File: config.mk
export PLATFORM = sky130hd
export DESIGN_NAME = mem_ctrl
export DESIGN_NICKNAME = d
export VERILOG_FILES = /design/src/rtl/mem_ctrl_pkg.sv /design/src/rtl/mem_ctrl_fetch_buf.sv /design/src/rtl/mem_ctrl.sv
export SDC_FILE = /design/constraint.sdc
export NUM_CORES = 1
export LEC_CHECK = 0
export CAP_MARGIN = 0
export CORE_UTILIZATION = 54
export DETAILED_ROUTE_END_ITERATION = 7
export PLACE_DENSITY = 0.86
export SETUP_SLACK_MARGIN = 0.15
export SYNTH_ARGS = -nofsm -noshare
export SYNTH_HDL_FRONTEND = slang
export SYNTH_SLANG_ARGS = --single-unit
File: constraint.sdc
create_clock -name clk_in -period 3.8 [get_ports clk_in]
set_input_delay 0.57 -clock clk_in [delete_from_list [all_inputs] [get_ports clk_in]]
set_output_delay 0.57 -clock clk_in [all_outputs]
set_load 0.01 [all_outputs]
File: src/rtl/mem_ctrl_pkg.sv
// Shared types for mem_ctrl: FSM states, ls_size encodings, owner and size helper.
package mem_ctrl_pkg;

  typedef enum logic [1:0] {
    ST_IDLE  = 2'd0,
    ST_READ  = 2'd1,
    ST_WRITE = 2'd2,
    ST_DONE  = 2'd3
  } state_e;

  localparam logic [1:0] MemByte = 2'd0;
  localparam logic [1:0] MemHalf = 2'd1;
  localparam logic [1:0] MemWord = 2'd2;

  typedef enum logic {
    OWN_IF = 1'b0,
    OWN_LS = 1'b1
  } owner_e;

  // Byte count for an ls_size code; the reserved code 3 behaves as a word.
  function automatic logic [2:0] size_to_n(input logic [1:0] sz);
    case (sz)
      MemByte: size_to_n = 3'd1;
      MemHalf: size_to_n = 3'd2;
      default: size_to_n = 3'd4;
    endcase
  endfunction

endpackage

File: src/rtl/mem_ctrl_fetch_buf.sv
// One-entry fetch buffer: tag compare, word storage, store-overlap invalidate.
module mem_ctrl_fetch_buf (
  input  logic        i_clk,
  input  logic        i_rst_n,
  input  logic [31:0] i_lk_addr,
  output logic        o_hit,
  output logic [31:0] o_word,
  input  logic        i_fill,
  input  logic [31:0] i_fill_addr,
  input  logic [31:0] i_fill_word,
  input  logic        i_inv,
  input  logic [31:0] i_st_addr,
  input  logic [2:0]  i_st_n
);

  logic        r_valid;
  logic [31:0] r_tag;
  logic [31:0] r_word;
  logic        w_overlap;

  // Modular distance test so ranges straddling the 2^32 wrap are caught too.
  assign w_overlap = ((i_st_addr - r_tag) < 32'd4) ||
                     ((r_tag - i_st_addr) < {29'd0, i_st_n});
  assign o_hit  = r_valid && (r_tag == i_lk_addr);
  assign o_word = r_word;

  always_ff @(posedge i_clk or negedge i_rst_n) begin
    if (!i_rst_n) begin
      r_valid <= 1'b0;
      r_tag   <= '0;
      r_word  <= '0;
    end else if (i_inv && w_overlap) begin
      r_valid <= 1'b0;
    end else if (i_fill) begin
      r_valid <= 1'b1;
      r_tag   <= i_fill_addr;
      r_word  <= i_fill_word;
    end
  end

endmodule

File: src/rtl/mem_ctrl.sv
// Byte-serial memory controller arbitrating IF fetches against MEM load/store.
// Optional one-entry fetch buffer compiled in with MEMCTRL_FETCH_BUF_EN.
import mem_ctrl_pkg::*;

module mem_ctrl (
  input  logic        clk_in,
  input  logic        rst_in,
  input  logic        rdy_in,
  input  logic        if_req,
  input  logic [31:0] if_addr,
  output logic        if_done,
  output logic [31:0] if_inst,
  input  logic        ls_req,
  input  logic        ls_we,
  input  logic [1:0]  ls_size,
  input  logic [31:0] ls_addr,
  input  logic [31:0] ls_wdata,
  output logic        ls_done,
  output logic [31:0] ls_rdata,
  input  logic [7:0]  mem_din,
  output logic [7:0]  mem_dout,
  output logic [31:0] mem_a,
  output logic        mem_wr,
  output logic        busy
);

  state_e      r_state, w_state_nxt;
  owner_e      r_owner, w_owner_nxt;
  logic [2:0]  r_idx, w_idx_nxt;
  logic [2:0]  r_n, w_n_nxt;
  logic [31:0] r_wdata, w_wdata_nxt;
  logic [31:0] r_data, w_data_nxt;
  logic        r_replay, w_replay_nxt;
  logic [31:0] r_mem_a, w_mem_a_nxt;
  logic [7:0]  r_mem_dout, w_mem_dout_nxt;
  logic        r_mem_wr, w_mem_wr_nxt;
  logic        r_if_done, w_if_done_nxt;
  logic        r_ls_done, w_ls_done_nxt;
  logic [31:0] r_if_inst, w_if_inst_nxt;
  logic [31:0] r_ls_rdata, w_ls_rdata_nxt;
  logic [1:0]  w_lane;
  logic [31:0] w_cap;
  logic        w_fb_hit;
  logic [31:0] w_fb_word;

`ifdef MEMCTRL_FETCH_BUF_EN
  logic w_fill, w_inv;

  // r_mem_a has already run one past the last byte when a read completes.
  assign w_fill = (r_state == ST_READ) && rdy_in && !r_replay &&
                  (r_idx == r_n) && (r_owner == OWN_IF);
  assign w_inv  = (r_state == ST_IDLE) && rdy_in && ls_req && ls_we;

  mem_ctrl_fetch_buf u_fetch_buf (
    .i_clk       (clk_in),
    .i_rst_n     (rst_in),
    .i_lk_addr   (if_addr),
    .o_hit       (w_fb_hit),
    .o_word      (w_fb_word),
    .i_fill      (w_fill),
    .i_fill_addr (r_mem_a - 32'd4),
    .i_fill_word (w_cap),
    .i_inv       (w_inv),
    .i_st_addr   (ls_addr),
    .i_st_n      (size_to_n(ls_size))
  );
`else
  assign w_fb_hit  = 1'b0;
  assign w_fb_word = '0;
`endif

  // Replay cycle re-drives the previous byte so its data is fresh on mem_din.
  assign mem_a    = (r_replay && rdy_in) ? (r_mem_a - 32'd1) : r_mem_a;
  assign mem_wr   = r_mem_wr & rdy_in;
  assign mem_dout = r_mem_dout;
  assign if_done  = r_if_done;
  assign ls_done  = r_ls_done;
  assign if_inst  = r_if_inst;
  assign ls_rdata = r_ls_rdata;
  assign busy     = (r_state != ST_IDLE);

  always_comb begin
    w_lane = r_idx[1:0] - 2'd1;
    w_cap  = r_data;
    w_cap[{w_lane, 3'b000} +: 8] = mem_din;
  end

  always_comb begin
    w_state_nxt    = r_state;
    w_owner_nxt    = r_owner;
    w_idx_nxt      = r_idx;
    w_n_nxt        = r_n;
    w_wdata_nxt    = r_wdata;
    w_data_nxt     = r_data;
    w_replay_nxt   = r_replay;
    w_mem_a_nxt    = r_mem_a;
    w_mem_dout_nxt = r_mem_dout;
    w_mem_wr_nxt   = r_mem_wr;
    w_if_done_nxt  = r_if_done;
    w_ls_done_nxt  = r_ls_done;
    w_if_inst_nxt  = r_if_inst;
    w_ls_rdata_nxt = r_ls_rdata;
    if (!rdy_in) begin
      if (r_state == ST_READ && r_idx != 3'd0) w_replay_nxt = 1'b1;
    end else begin
      unique case (r_state)
        ST_IDLE: begin
          w_if_done_nxt = 1'b0;
          w_ls_done_nxt = 1'b0;
          if (ls_req) begin
            w_owner_nxt = OWN_LS;
            w_n_nxt     = size_to_n(ls_size);
            w_idx_nxt   = 3'd0;
            w_mem_a_nxt = ls_addr;
            w_data_nxt  = '0;
            if (ls_we) begin
              w_state_nxt    = ST_WRITE;
              w_mem_wr_nxt   = 1'b1;
              w_mem_dout_nxt = ls_wdata[7:0];
              w_wdata_nxt    = ls_wdata >> 8;
            end else begin
              w_state_nxt = ST_READ;
            end
          end else if (if_req) begin
            w_owner_nxt = OWN_IF;
            w_n_nxt     = 3'd4;
            w_idx_nxt   = 3'd0;
            w_mem_a_nxt = if_addr;
            w_data_nxt  = '0;
            if (w_fb_hit) begin
              w_state_nxt   = ST_DONE;
              w_if_done_nxt = 1'b1;
              w_if_inst_nxt = w_fb_word;
            end else begin
              w_state_nxt = ST_READ;
            end
          end
        end
        ST_READ: begin
          if (r_replay) begin
            w_replay_nxt = 1'b0;
          end else begin
            if (r_idx != 3'd0) w_data_nxt = w_cap;
            if (r_idx == r_n) begin
              w_state_nxt = ST_DONE;
              if (r_owner == OWN_IF) begin
                w_if_done_nxt = 1'b1;
                w_if_inst_nxt = w_cap;
              end else begin
                w_ls_done_nxt  = 1'b1;
                w_ls_rdata_nxt = w_cap;
              end
            end else begin
              w_idx_nxt   = r_idx + 3'd1;
              w_mem_a_nxt = r_mem_a + 32'd1;
            end
          end
        end
        ST_WRITE: begin
          if (r_idx == r_n - 3'd1) begin
            w_state_nxt   = ST_DONE;
            w_mem_wr_nxt  = 1'b0;
            w_ls_done_nxt = 1'b1;
          end else begin
            w_idx_nxt      = r_idx + 3'd1;
            w_mem_a_nxt    = r_mem_a + 32'd1;
            w_mem_dout_nxt = r_wdata[7:0];
            w_wdata_nxt    = r_wdata >> 8;
          end
        end
        ST_DONE: begin
          w_state_nxt   = ST_IDLE;
          w_if_done_nxt = 1'b0;
          w_ls_done_nxt = 1'b0;
        end
      endcase
    end
  end

  always_ff @(posedge clk_in or negedge rst_in) begin
    if (!rst_in) begin
      r_state    <= ST_IDLE;
      r_owner    <= OWN_IF;
      r_idx      <= '0;
      r_n        <= '0;
      r_wdata    <= '0;
      r_data     <= '0;
      r_replay   <= 1'b0;
      r_mem_a    <= '0;
      r_mem_dout <= '0;
      r_mem_wr   <= 1'b0;
      r_if_done  <= 1'b0;
      r_ls_done  <= 1'b0;
      r_if_inst  <= '0;
      r_ls_rdata <= '0;
    end else begin
      r_state    <= w_state_nxt;
      r_owner    <= w_owner_nxt;
      r_idx      <= w_idx_nxt;
      r_n        <= w_n_nxt;
      r_wdata    <= w_wdata_nxt;
      r_data     <= w_data_nxt;
      r_replay   <= w_replay_nxt;
      r_mem_a    <= w_mem_a_nxt;
      r_mem_dout <= w_mem_dout_nxt;
      r_mem_wr   <= w_mem_wr_nxt;
      r_if_done  <= w_if_done_nxt;
      r_ls_done  <= w_ls_done_nxt;
      r_if_inst  <= w_if_inst_nxt;
      r_ls_rdata <= w_ls_rdata_nxt;
    end
  end

endmodule
==> qor.yml, run 1 <==
hold_path:
  hold_class: "in -> async"
yosys:
  synth_largest_area_cell: "dfrtp_1"
  synth_area_leaders: "dfrtp_1, o21ai_0, nand2_1"
  synth_simple_gate_area_share_pct: 19.1
  syn_nets: 1127
  synth-async-reset-ratio_pct: 100
  synth_most_common_cell: "dfrtp_1"
  synth-adder-area-share_pct: 1.78
  synth_cells: 1002
  synth_compound_area_share_pct: 18.5
  ys_warn_count: 0
  synth-edff-count: 0
  synth_top_family_by_area: "simple AND/OR/NAND/NOR gates"
  yosysUniqueCellTypes: 62
  synth_top_cells_by_count: "dfrtp_1, nand2_1, o21ai_0"
  avgSynthCellArea_um2: 9.11
  synth-main-ff-cell: "dfrtp_1"
  ys_seq_elements: 173
  ys_seq_area_share_pct: 47.4
  muxShareOfSynthArea_pct: 5.70
  netlist_area_um2: 9130
  synthXorXnorAreaFrac_pct: 3.51
  synth_top_cell_area_share_pct: 47.4
timing:
  rsz0062_at_grt: "false"
  fin_crit_ns: 3.59
  worstMarginPinSlew_ns: 1.07
  min_period_over_period_pct: 94.4
  hold_viol_final: 0
  finalSetupViolations: 0
  report.final.slew_viol_count: 0
  timing.fmax_mhz: 279
  fin_setup_tns_ns: 0
  finalWorstSetupSlack_ns: 0.213
  skew_ns: 0.0153
  slew_headroom_pct: 27.4
place:
  hpwlAfterDp_um: 17100
  placed_area_um2: 11500
  dpl_worst_slack_ns: 0.187
  gp_congestion: 0.907
  portBuffers: 219
  placed_cells: 1384
setup_path:
  r2r_cells: 5
  path_buf_inv: 2
  crit_chain: "or4_4 -> nor4_2 -> buf_4 -> nand3_1 -> nor3_1 -> xor2_1 -> clkdlybuf4s50_1"
  worstPathRequired_ns: 3.23
  cp-end-kind: "output port"
  cp_slowest_cell: "or4_4"
  crit_arrival_ns: 3.02
  startpoint_type: "flip-flop"
  slowest_delay_ns: 0.58
  path_max_fanout: 9
  r2r_setup_slack_ns: 1.00
  path_delay_family: "simple AND/OR/NAND/NOR gates"
  r2r_start: "r_idx[0]"
  worstSetupPathType: "reg -> out"
  reg2reg_to: "if_inst[21]"
clock_tree:
  cts_tree: "done"
  postCtsSetupBuffers: 0
  insertion_delay_ns: 0.42
  htreeDepth: 4
  cts_buffer_depth: 2
  root_buffer: "clkbuf_16"
  clk_transition_reported_paths_ns: 0.07
  cts_sinks: 173
  cts_buffers: 17
final_layout:
  fin_nets: 1308
  fin_cells: 1416
  synthToLayoutAreaGrowth_pct: 32.5
  diodes: 0
  nFillCells: 1245
  drive_gt1_share_pct: 8.36
  fin_area_um2: 12100
grt:
  antenna_found_initial: 0
  grt.total_usage_pct: 28.6
  gr-total-overflow: 0
  grt_max_degree: 76
  grt_first_pass_wirelength_um: 39800
  grt_pass1_vias: 7908
floorplanning:
  num_rows: 47
  core_area_um2: 16500
  start_util_pct: 55.3
  io_pins: 220
  die_w_um: 132
  die_area_um2: 17400
  die_y_um: 132
power:
  p_leak_nw: 5.00
  finalPower_mw: 8.83
  power.density_nw_per_um2: 730
  irDropWorstVdd_mv: 0.487
detailed_routing:
  vias: 8257
  drtIter0Drc: 577
  drt_wl_total_um: 24400
  drtPass1Iterations: 5
  drc: 0
  wl_per_cell_um: 17.2
  viasPerCell: 5.83
  antenna_left: 0
status:
  status: "completed"
job:
  cap_viol_max_count: 0
## sequential cells by signal (all words and copies together) (netlist names)
register / cells
ls_done: 1
r_replay: 1
r_state: 2
r_idx: 3
r_wdata: 24
r_data: 32
if_done: 1
if_inst: 32
ls_rdata: 32
r_owner: 1
r_mem_wr: 1
mem_dout: 8
r_n: 3
r_mem_a: 32
## layout make-up
cell class | count | area [um^2] | share of cell area [%]
inverters | 16 | 60.1 | 0.497
clock buffers | 24 | 482 | 3.98
multi-input cells | 735 | 4500 | 37.2
well taps | 220 | 275 | 2.28
flip-flops and latches | 173 | 4340 | 35.9
clock inverters | 8 | 82.6 | 0.683
repair buffers | 240 | 2350 | 19.5
## report_power, final
group	total [mW]	switching, mW	internal, mW	leakage, nW
logic	4.01	2.17	1.84	2.47
registers	3.14	0.658	2.48	2.25
clock network	1.67	0.714	0.960	0.275
## worst reg2reg max path, stage by stage (launching register included)
cell	delay [ns]
dfrtp_1	0.61
inv_1	0.18
ha_1	0.43
nor4b_1	0.96
a21oi_1	0.30
o21ai_0	0.25
## kinds of logic after synthesis
kind of cell | Yosys count
multiplexers | 50
XOR/XNOR | 35
buffers and inverters | 94
flip-flops | 173
adder cells (fa/ha/maj) | 13
AND/OR/NAND/NOR | 351
AO/OA/AOI/OAI | 286
## stage by stage
step | hold slack [ns] | util [%]
floorplan | 0.274 | -
global placement | 0.455 | 69.4
detailed placement | 0.464 | 69.4
CTS | 0.148 | 73.0
global route | 0.162 | 73.2
finish | 0.122 | 73.2
## what timing repair did
action | 4_1_cts | 5_1_grt
pin swaps | 0 | 1
hold buffers | 0 | 0
setup endpoints to repair | 9 | 13
gates resized for setup | 9 | 15
## metal layers
layer | GRT usage, % | wire length, um
met1 | 37.7 | 10300
met2 | 47.4 | 11900
met5 | 0 | 0
met4 | 9.95 | 566
met3 | 5.34 | 1600
## cell usage in the layout, fill, tap and decap left out, drive strengths merged, types with 13 or more instances in the layout
master,synthesis,final
dfrtp,173,173
ha,13,13
clkbuf,67,25
mux2,16,16
mux2i,34,34
a31oi,15,15
nor3,19,19
clkdlybuf4s50,0,213
nand2,158,158
nor2,30,30
buf,11,23
xor2,26,26
a21oi,58,58
nor2b,45,45
a22o,21,21
inv,16,18
nand3,30,30
o21ai,136,136
o22ai,14,14
## worst max-delay path by stage
stage | startpoint | end | slack [ns] | cells after the start
2_1_floorplan | r_mem_a[23] | mem_a[31] | 0.91 | 6
3_3_place_gp | rdy_in | mem_a[16] | 0.21 | 6
3_5_place_dp | rdy_in | mem_a[16] | 0.19 | 6
4_1_cts | r_mem_a[12] | mem_a[24] | 0.18 | 7
5_1_grt | r_mem_a[12] | mem_a[28] | 0.11 | 7
6_report | r_mem_a[12] | mem_a[25] | 0.21 | 7
Note: power is estimated with default switching activity, not from simulation.
==> run 2: changes to the inputs <==
Settings changed: CORE_UTILIZATION 54 to 50, GPL_TIMING_DRIVEN from default to 0, PLACE_DENSITY 0.86 to 0.8.
Clock period 3.8 ns to 3.69 ns, I/O delays scaled along.
==> qor.yml, run 2 (synthesis gave the netlist of run 1 again) <==
timing:
  hold_viol_final: 0  # unchanged
  rsz0062_at_grt: "true"
  fin_crit_ns: 3.50
  worst_hold_slack_ns: 0.0732  # -0.0486 ns
  worstMarginPinSlew_ns: 1.04  # -0.0345 ns
  report.final.slew_viol_count: 0  # unchanged
  timing.fmax_mhz: 286
  finalSetupViolations: 0  # unchanged
  min_period_over_period_pct: 94.9
  slew_headroom_pct: 29.8  # +2.3 points
  skew_ns: 0.0149  # -0.000410 ns
power:
  power.switching_mw: 4.09  # +16%
  p_leak_nw: 5.19  # +3.8%
  power.density_nw_per_um2: 766  # +4.9%
  pwr-share-clk_pct: 19.2  # +0.2 points
  seq_power_share_pct: 31.6  # -4.0 points
  irDropWorstVdd_mv: 0.538  # +10%
  p_sw_share_pct: 43.0  # +2.9 points
  p_int_mw: 5.43  # +2.8%
  finalPower_mw: 9.52  # +7.9%
  p_comb_share_pct: 49.2  # +3.7 points
detailed_routing:
  wl_per_cell_um: 18.7  # +8.9%
  drtIter0Drc: 622  # +7.8%
  viasPerCell: 5.83  # about the same
  drtPass1Iterations: 7  # +2
  antenna_left: 0  # unchanged
  drc: 0  # unchanged
  vias: 8697  # +5.3%
  drt_wl_total_um: 28000  # +15%
place:
  placed_area_um2: 11600  # +1.4%
  gp_congestion: 0.941  # +3.8%
  hpwlAfterDp_um: 20000  # +17%
  portBuffers: 218  # -0.46%
  placed_cells: 1450  # +4.8%
grt:
  grt.total_usage_pct: 30.5  # +1.9 points
  gr-total-overflow: 0  # unchanged
  grt_first_pass_wirelength_um: 43700  # +9.9%
  antenna_found_initial: 0  # unchanged
  grt_max_degree: 92  # +21%
  grt_pass1_vias: 8530  # +7.9%
setup_path:
  slowest_delay_ns: 0.54  # -0.04 ns
  path_max_fanout: 9  # unchanged
  startpoint_type: "flip-flop"
  cp-end-kind: "output port"
  worstSetupPathType: "reg -> out"
  crit_top_cell: "buf_4"
  cp_slowest_cell: "or4_4"
  crit_arrival_ns: 2.95  # -0.07 ns
  worstPathRequired_ns: 3.14  # -0.09 ns
  crit_chain: "buf_2 -> or4_4 -> nor4_4 -> buf_4 -> buf_4 -> nand2_2 -> buf_4 -> nor4_4 -> xor2_1 -> buf_2"
floorplanning:
  start_util_pct: 51.0  # -4.3 points
  die_y_um: 137  # +3.9%
  die_w_um: 137  # +3.9%
  core_area_um2: 17900  # +8.3%
  die_area_um2: 18800  # +7.9%
  io_pins: 220  # unchanged
  num_rows: 49  # +4.3%
final_layout:
  final_common_cell: "clkdlybuf4s50_1"
  diodes: 0  # unchanged
  fin_cells: 1491  # +5.3%
  synthToLayoutAreaGrowth_pct: 36.2
  nFillCells: 1394  # +12%
  layout_common_cells: "clkdlybuf4s50_1, dfrtp_1, nand2_1"
  drive_gt1_share_pct: 8.40  # +0.038 points
  fin_area_um2: 12400  # +2.8%
  fin_nets: 1374  # +5.0%
clock_tree:
  clk_transition_reported_paths_ns: 0.07  # about the same
  cts_buffer_depth: 2  # unchanged
  cts_buffers: 17  # unchanged
  cts_tree: "done"
  cts_sinks: 173  # unchanged
  htreeDepth: 4  # unchanged
  ctsHoldBuffers: 0  # unchanged
  root_buffer: "clkbuf_16"
  insertion_delay_ns: 0.44  # +0.02 ns
hold_path:
  hold_class: "in -> async"
status:
  status: "completed"
job:
  cap_viol_max_count: 0  # unchanged
[run 2: worst max-delay path, delay by kind of cell (launching register included)]
family	cells	cell delay, ns
XOR/XNOR	1	0.18
buffers and inverters	5	0.79
flip-flops	1	0.36
AND/OR/NAND/NOR	4	1.18
[run 2: path summary, 6_finish.rpt]
kind / slack, ns / to / startpoint / cells past startpoint
worst min register to register: 0.47 / r_data[23] / r_data[23] / 2
min in group clk_in: 0.47 / r_data[23] / r_data[23] / 2
worst max-delay path: 0.19 / mem_a[31] / r_mem_a[12] / 10
worst max register to register: 0.70 / r_idx[0] / r_state[0] / 10
worst min-delay path: 0.07 / ls_rdata[21] / rst_in / 1
max in group asynchronous: 2.74 / r_wdata[10] / rst_in / 2
[run 2: layer usage]
metal | track usage, % | part of all wire, % | vias to the layer above | wire (um)
met5 | 0 | 0 | - | 0
met4 | 11.5 | 3.2 | 0 | 901
met3 | 6.67 | 7.0 | 72 | 1970
met2 | 51.0 | 49 | 398 | 13800
met1 | 38.6 | 40 | 4188 | 11300
li1 | - | - | 4039 | -
[run 2: repair_timing]
action                     in CTS  in global routing
gates resized for setup        44                 36
cloned                          0                  0
pin swaps                       4                  9
setup buffers                   2                  7
setup endpoints to repair      23                 17
[run 2: area by class of cell]
class	instances	area, um^2	area share (%)
multi-input combinational	735	4560	36.7
sequential	173	4330	34.8
inverter	16	60.1	0.483
clock buffer	17	425	3.42
timing repair buffer	228	2260	18.2
tap	229	287	2.30
buffer	78	333	2.68
clock inverter	15	178	1.43
[run 2: power by group through the flow]
stage	clock network (mW)	logic [mW]	registers [mW]
final	1.83	4.68	3.01
after global routing	1.92	5.10	3.08
after CTS	1.84	4.62	3.00
after detailed placement	0	4.58	3.02
after global placement	0	4.48	2.98
after floorplan	0	2.67	3.00
[run 2: stage by stage]
| step | TNS (ns) | setup WS [ns] | utilization [%] |
|---|---|---|---|
| after floorplan | 0 | 0.817 | - |
| after global placement | -889.80 | -5.13 | 64.8 |
| after detailed placement | -6.49 | -0.738 | 65.0 |
| after CTS | 0 | 0.0327 | 69.0 |
| after global routing | 0 | 0.0960 | 69.5 |
| final | 0 | 0.188 | 69.5 |
